$ cat config.mk
export PLATFORM = sky130hd
export DESIGN_NAME = counter_mod_k_cascade
export DESIGN_NICKNAME = d
export VERILOG_FILES = /design/src/rtl/counter_mod_k_cascade.sv
export SDC_FILE = /design/constraint.sdc
export NUM_CORES = 1
export LEC_CHECK = 0
export CAP_MARGIN = 20
export CORE_MARGIN = 1
export CORE_UTILIZATION = 40
export DETAILED_ROUTE_END_ITERATION = 7
export GPL_TIMING_DRIVEN = 0
export PLACE_DENSITY = 0.61
export SLEW_MARGIN = 20
export SYNTH_ARGS = -nofsm -noshare
export SYNTH_HDL_FRONTEND = slang
export SYNTH_SLANG_ARGS = --single-unit
$ cat constraint.sdc
create_clock -name i_clk -period 6.7 [get_ports i_clk]
set_input_delay 1.34 -clock i_clk [delete_from_list [all_inputs] [get_ports i_clk]]
set_output_delay 1.34 -clock i_clk [all_outputs]
set_load 0.01 [all_outputs]
$ cat src/rtl/counter_mod_k_cascade.sv
// Cascade of NUM_STAGES runtime-modulus counters (stage 0 least significant) with enable,
// direction, synchronous clear and one-cycle rollover flags. Optional one-shot stop: COUNTER_CASCADE_ONESHOT_EN.
module counter_mod_k_cascade #(
    parameter int unsigned N          = 8,
    parameter int unsigned NUM_STAGES = 2
) (
    input  logic                    i_clk,
    input  logic                    i_reset_n,
    input  logic                    i_en,
    input  logic                    i_clear,
    input  logic                    i_down,
    input  logic [NUM_STAGES*N-1:0] i_k,
`ifdef COUNTER_CASCADE_ONESHOT_EN
    input  logic                    i_one_shot,
    output logic                    o_done,
`endif
    output logic [NUM_STAGES*N-1:0] o_count,
    output logic [NUM_STAGES-1:0]   o_roll_over
);

    logic [NUM_STAGES*N-1:0] count_q, count_d;
    logic [NUM_STAGES-1:0]   roll_q, roll_d;
    logic [NUM_STAGES-1:0]   wrap, adv;
    logic                    hold;
    logic                    top_wrap;

    always_comb begin : next_state_comb
        logic         carry;
        logic [N-1:0] cur;
        logic [N-1:0] term;
        count_d = count_q;
        roll_d  = '0;
        wrap    = '0;
        adv     = '0;
        cur     = '0;
        term    = '0;
        carry   = i_en & ~hold;
        for (int s = 0; s < NUM_STAGES; s++) begin
            cur  = count_q[s*N +: N];
            // Modulus 0 means 2^N, which the wrapping subtraction yields as all ones.
            term = i_k[s*N +: N] - N'(1);
            wrap[s] = i_down ? (cur == '0) : (cur >= term);
            adv[s]  = carry;
            carry   = carry & wrap[s];
            if (i_clear) begin
                count_d[s*N +: N] = '0;
            end else if (adv[s]) begin
                if (!i_down) begin
                    if (wrap[s]) begin
                        count_d[s*N +: N] = '0;
                        roll_d[s]         = 1'b1;
                    end else begin
                        count_d[s*N +: N] = cur + N'(1);
                    end
                end else if (cur == '0) begin
                    count_d[s*N +: N] = term;
                    roll_d[s]         = 1'b1;
                end else if (cur > term) begin
                    count_d[s*N +: N] = term;
                end else begin
                    count_d[s*N +: N] = cur - N'(1);
                end
            end
        end
    end

    assign top_wrap = adv[NUM_STAGES-1] & wrap[NUM_STAGES-1];

    always_ff @(posedge i_clk or negedge i_reset_n) begin
        if (!i_reset_n) begin
            count_q <= '0;
            roll_q  <= '0;
        end else begin
            count_q <= count_d;
            roll_q  <= roll_d;
        end
    end

`ifdef COUNTER_CASCADE_ONESHOT_EN
    logic done_q, done_d;

    always_comb begin
        done_d = done_q;
        if (i_clear) begin
            done_d = 1'b0;
        end else if (i_one_shot && top_wrap) begin
            done_d = 1'b1;
        end
    end

    always_ff @(posedge i_clk or negedge i_reset_n) begin
        if (!i_reset_n) begin
            done_q <= 1'b0;
        end else begin
            done_q <= done_d;
        end
    end

    assign hold   = done_q;
    assign o_done = done_q;
`else
    assign hold = 1'b0;
    logic unused_top_wrap;
    assign unused_top_wrap = top_wrap;
`endif

    assign o_count     = count_q;
    assign o_roll_over = roll_q;

endmodule

==> results.cfg, run 1 <==
[detailed_routing]
drt-wirelength-per-cell_um = 15.9
vias_per_cell = 5.76
first_pass_iters = 5
drtIter0Drc = 182
vias = 2247
wirelength_mm = 6.19
postRouteAntennaNets = 0
post-route-drc-count = 0

[critical_path]
critPathMaxStageDelay_ns = 0.56
cpMaxStageDelayCell = or4_1
worstPathRequired_ns = 6.83
reg2regPathDepth = 7
critPathArrivalTime_ns = 4.95
critical_path_class = in -> reg
worst-path-max-fanout = 7
start_kind = input port
cpLargestDelayFamily = simple AND/OR/NAND/NOR gates
path_cells = clkdlybuf4s50_1 > or4_1 > nor4_1 > xnor2_1 > ha_1 > nand2_1 > o21ai_1 > nand2b_1 > nor2_1 > a211o_2 > a211oi_1
worst-path-buf-inv = 1
endpoint_kind = register
cp.depth = 11

[clocking]
numClockSinks = 18
cts_setup_buffers = 0
postCtsResizedCells = 0
clk_latency_ns = 0.26
root_buffer = clkbuf_8
cts_buffer_depth = 2
cts_buffers = 3
cts_tree = yes
cts_hold_buf = 0
path_clk_slew_ns = 0.08
htree_levels = 1

[placement]
globalplace.congestion = 0.864
hpwl_mm = 4.77
portBuffers = 35

[pwr]
pwr-share-clk_pct = 9.5
switchingPower_uw = 465
worst_ir_drop_vdd_uv = 172
p_leak_nw = 1.15
swShare_pct = 47.5
pwr_density_cell_nw_per_um2 = 357
p_seq_share_pct = 19.4
intPower_uw = 515
pwr-share-comb_pct = 71.1

[sta]
fin_crit_ns = 4.81
fmax_ghz = 0.208
fin_crit_sh_pct = 71.8
tns_ns = 0
rsz0062_at_grt = false
setup_viol = 0
drv_slew = 0
worst_pin_slew_ns = 0.996
slew_headroom_pct = 33.0
finalClockSkew_ns = 0.00554
hold_viol = 0
worst_hold_slack_ns = 0.676

[grt]
grt_usage_pct = 21.2
antenna_found_initial = 0
grt_pass1_wl_mm = 9.92
grt_pass1_vias = 1980
overflow = 0
grt_max_degree = 19

[hold_path]
hold_class = reg -> reg
min_path_cells = 2

[die]
core_area_sq_um = 5270
die_area_sq_um = 5940
start_util_pct = 42.8
dieWidth_um = 77.1
placementRows = 26
pin_count = 39
die_height_um = 77.1

[status]
status = complete, no violations

[finish]
n_antenna_cell = 0
synthToLayoutAreaGrowth_pct = 21.9
fillCellCount = 540
fin_nets = 365
final_layout_size_suffix_gt1_share_pct = 7.81

[synth]
ys_ff_latch = 18
synth_edf_count = 0
synth_area_sq_um = 2250
synthCells = 281
synth_cell_type_count = 56
synth-seq-area-share_pct = 20.0
synth_nets = 325
synth-main-ff-cell = dfrtp_1
ys_warn_count = 0
syn_avg_cell_area_sq_um = 8.02
synthArstFlopShare_pct = 100

[flow_run]
drv_cap = 0
==> worst paths after layout <==
| check | from | end | slack [ns] |
|---|---|---|---|
| min in group asynchronous | i_reset_n | o_count[5]$_DFFE_PN0P_ | 1.57 |
| worst min-delay path | o_count[9]$_DFFE_PN0P_ | o_count[9]$_DFFE_PN0P_ | 0.68 |
| worst min register to register | o_count[9]$_DFFE_PN0P_ | o_count[9]$_DFFE_PN0P_ | 0.68 |
| max in group asynchronous | i_reset_n | o_count[8]$_DFFE_PN0P_ | 4.59 |
| worst max register to register | o_count[0]$_DFFE_PN0P_ | o_roll_over[1]$_DFF_PN0_ | 3.88 |
| worst max-delay path | i_k[1] | o_roll_over[1]$_DFF_PN0_ | 1.89 |
==> power by group through the flow <==
| stage | Combinational, mW | Sequential, mW | Clock, mW |
|---|---|---|---|
| final | 0.697 | 0.190 | 0.0931 |
| after detailed placement | 0.686 | 0.192 | 0 |
| after CTS | 0.689 | 0.190 | 0.0958 |
| after global routing | 0.754 | 0.197 | 0.0995 |
| after floorplan | 0.485 | 0.193 | 0 |
| after global placement | 0.682 | 0.192 | 0 |
==> per-stage QoR <==
| stage | util [%] | power [mW] | setup slack (ns) | std cells | area (sq um) |
|---|---|---|---|---|---|
| after global placement | 51.1 | 0.874 | 1.68 | 386 | 2690 |
| after CTS | 52.1 | 0.976 | 1.97 | 390 | 2750 |
| after floorplan | - | 0.678 | 2.81 | 281 | 2250 |
| after detailed placement | 51.1 | 0.878 | 1.71 | 386 | 2690 |
| final | 52.1 | 0.980 | 1.89 | 390 | 2750 |
| after global routing | 52.1 | 1.05 | 1.69 | 390 | 2750 |
==> synth_stat cells, types with 2 or more instances <==
cell	n	area [sq um]
a21oi_1	17	85.1
a221o_1	4	40.0
a22oi_1	5	37.5
a31o_2	2	17.5
a31oi_1	2	12.5
a32oi_1	3	26.3
and3_1	7	43.8
and3_2	2	15.0
and4_1	3	26.3
buf_2	3	15.0
buf_6	2	22.5
clkbuf_1	8	30.0
dfrtp_1	18	450
ha_1	23	288
inv_1	11	41.3
mux2_2	2	22.5
mux2i_1	6	60.1
nand2_1	19	71.3
nand2b_1	11	68.8
nand3_1	8	40.0
nand4_1	5	31.3
nor2_1	24	90.1
nor2b_1	6	37.5
nor3_1	8	40.0
nor3b_1	3	22.5
nor4_1	4	25.0
o211ai_1	6	45.0
o21ai_0	15	75.1
o31ai_1	6	45.0
o32ai_1	2	17.5
or3_1	3	18.8
xnor2_1	13	114
xor2_1	7	61.3
==> state kept, by name, summed over array words and instances (netlist names) <==
register / count
o_count: 16
o_roll_over: 2
==> logic make-up (layout without fill, tap and decap cells) <==
logic type / Yosys count / count (layout) / synth area share (%)
simple gates: 112 / 112 / 27.1
compound gates: 75 / 75 / 23.7
buf+inv: 25 / 64 / 5.00
fa+ha+maj: 23 / 23 / 12.8
xor+xnor: 20 / 20 / 7.77
flops: 18 / 18 / 20.0
mux: 8 / 8 / 3.66
==> final cells by class <==
type                            instances  area, sq um  area share, %
Tap cell                               70         87.6           3.19
Inverter                               12         45.0           1.64
Timing Repair Buffer                   35          350           12.8
Sequential cell                        18          450           16.4
Buffer                                 13         67.6           2.46
Multi-Input combinational cell        238         1690           61.5
Clock buffer                            4         55.1           2.00
==> cells in the final DEF (no fill, tap or decap), drive strengths merged, types with 4 or more instances in the layout <==
cell type,instances
o31ai,6
nand2,19
buf,5
o211ai,6
clkbuf,12
nor2b,6
nand4,5
xnor2,13
clkdlybuf4s50,35
o21ai,16
ha,23
nand3,8
nor4,4
a22oi,5
inv,12
nor3,8
xor2,7
a21oi,17
and3,9
nor2,24
dfrtp,18
a31oi,4
nand2b,11
mux2i,6
a221o,4
==> worst reg2reg max path: stages, from the launching register on <==
cell      delay, ns
dfrtp_1        0.42
inv_1          0.17
ha_1           0.25
or4b_4         0.53
or4_4          0.43
buf_6          0.16
a211o_2        0.37
a211oi_1       0.36
==> routing by layer <==
metal / GRT usage [%] / vias up / share of wire [%]
met4: 4.72 / 0 / 0.58
met5: 0 / - / 0
met2: 27.9 / 80 / 40
met3: 3.10 / 4 / 6.0
li1: - / 1127 / -
met1: 34.7 / 1036 / 53
Note: power is estimated with default switching activity, not from simulation.
==> run 2, diff against run 1 <==
clock period = 4.5 ns   (was 6.7 ns; I/O delays follow)
==> run 2 against run 1 <==
  * Via count is 0.49% lower
  * Total power is 49% higher
  * Non-clock buffer count stayed put
  * Largest cell class unchanged
  * Critical path depth is 1 lower
  * Register-to-register slack worse by 2.2 ns
  * Global-route usage stayed put
  * Core utilization is 0.071 points higher
  * Count of clock-buffer cells in the layout stayed put
==> results.cfg, run 2 (synthesis results as in run 1) <==
[finish]
final_cell_mix = clkdlybuf4s50_1, nor2_1, ha_1, nand2_1, dfrtp_1
fillCellCount = 540
finalInstanceArea_sq_um = 2750
largest_reg_flops = 16
synthToLayoutAreaGrowth_pct = 22.0
instances_no_fill = 390
fin_nets = 365
final_layout_size_suffix_gt1_share_pct = 8.13
n_antenna_cell = 0
layout_commonest_cell = clkdlybuf4s50_1

[critical_path]
critPathArrivalTime_ns = 4.34
rr_endpoint = o_roll_over[1]$_DFF_PN0_
worst-path-max-fanout = 9
cpMaxStageDelayCell = or4_1
critical_path_class = in -> reg
path_cells = clkdlybuf4s50_1 > or4_1 > nor4_1 > xnor2_1 > ha_1 > nand4_1 > a31oi_2 > nor2_1 > a211o_2 > a211oi_1
r2r_slack_ns = 1.69
critPathMaxStageDelay_ns = 0.56
worstPathRequired_ns = 4.63
reg2regPathDepth = 7
start_kind = input port
r2r-start = o_count[0]$_DFFE_PN0P_
endpoint_kind = register

[sta]
slew_headroom_pct = 32.6
setup_viol = 0
fmax_ghz = 0.238
drv_slew = 0
hold_viol = 0
worst_pin_slew_ns = 1.00
worst_hold_slack_ns = 0.677
fin_crit_sh_pct = 93.6
finalClockSkew_ns = 0.00688
fin_crit_ns = 4.21
rsz0062_at_grt = false

[pwr]
finalPower_mw = 1.46
pwr_density_cell_nw_per_um2 = 531
p_leak_nw = 1.15
worst_ir_drop_vdd_uv = 258

[die]
start_util_pct = 42.8
core_area_sq_um = 5270
die_height_um = 77.1
placementRows = 26
pin_count = 39
dieWidth_um = 77.1
die_area_sq_um = 5940

[detailed_routing]
first_pass_iters = 5
vias_per_cell = 5.73
postRouteAntennaNets = 0
drtIter0Drc = 179
drt-wirelength-per-cell_um = 15.8
post-route-drc-count = 0
vias = 2236
wirelength_mm = 6.17

[hold_path]
min-delay-start = o_count[9]$_DFFE_PN0P_
min_path_cells = 2
worstHoldEndpoint = o_count[9]$_DFFE_PN0P_
hold_class = reg -> reg

[clocking]
numClockSinks = 18
clk_latency_ns = 0.26
cts_buffer_depth = 2
cts_buffers = 3
root_buffer = clkbuf_8
cts_setup_buffers = 0
path_clk_slew_ns = 0.08
htree_levels = 1
cts_tree = yes

[grt]
busiest_layer = met1
grt_max_degree = 19
gr-usage-met2_pct = 27.9
grt_pass1_vias = 1980
antenna_found_initial = 0
met1_usage_pct = 34.7
overflow = 0
grt_pass1_wl_mm = 9.92
gr-usage-met3_pct = 3.10
grt_usage_pct = 21.2

[placement]
dpl.cell_count = 386
place_area_sq_um = 2690
portBuffers = 35
globalplace.congestion = 0.864
hpwl_mm = 4.77

[flow_run]
drv_cap = 0

[status]
status = complete, no violations
[run 2: per-stage QoR]
| stage | setup slack [ns] | utilization (%) | TNS, ns |
|---|---|---|---|
| after floorplan | 1.05 | - | 0 |
| after global placement | -0.0775 | 51.1 | -0.0775 |
| after detailed placement | -0.0528 | 51.1 | -0.0528 |
| after CTS | 0.207 | 52.1 | 0 |
| after global routing | 0.0469 | 52.2 | 0 |
| final | 0.290 | 52.2 | 0 |
[run 2: what timing repair did]
| item | in CTS | in global routing |
|---|---|---|
| gates resized for setup | 0 | 1 |
| endpoints found under the setup margin | 0 | 2 |
| hold buffers | 0 | 0 |
[run 2: cell type report]
| type | count | area (sq um) | share of cell area, % |
|---|---|---|---|
| sequential | 18 | 450 | 16.4 |
| multi-input combinational | 238 | 1690 | 61.6 |
| tap | 70 | 87.6 | 3.18 |
| timing repair buffer | 35 | 350 | 12.7 |
| clock buffer | 4 | 55.1 | 2.00 |
| inverter | 12 | 45.0 | 1.64 |
| buffer | 13 | 67.6 | 2.46 |
[run 2: per-layer routing]
layer	vias up	routed length, um	share of wire [%]
met4	0	40	0.65
met3	6	360	5.8
met1	1025	3300	54
met5	-	0	0
li1	1130	-	-
met2	75	2460	40
[run 2: worst max-delay path, delay by kind of cell]
family	cells	cell delay, ns
simple gates	4	1.31
compound gates	3	1.20
buf+inv	1	0.43
fa+ha+maj	1	0.34
xor+xnor	1	0.15
[run 2: where the power goes]
group	switching, mW	total, mW	internal (mW)
Combinational	0.557	1.04	0.482
Sequential	0.0751	0.282	0.207
Clock	0.0615	0.140	0.0780
[run 2: worst max path at each step]
stage,to,slack (ns),start,cells past startpoint
final,o_roll_over[1]$_DFF_PN0_,0.29,i_k[1],10
after global placement,o_roll_over[1]$_DFF_PN0_,-0.08,i_k[1],11
after floorplan,o_count[10]$_DFFE_PN0P_,1.05,i_k[1],12
after global routing,o_roll_over[1]$_DFF_PN0_,0.05,i_k[1],10
after CTS,o_roll_over[1]$_DFF_PN0_,0.21,i_k[1],11
after detailed placement,o_roll_over[1]$_DFF_PN0_,-0.05,i_k[1],11
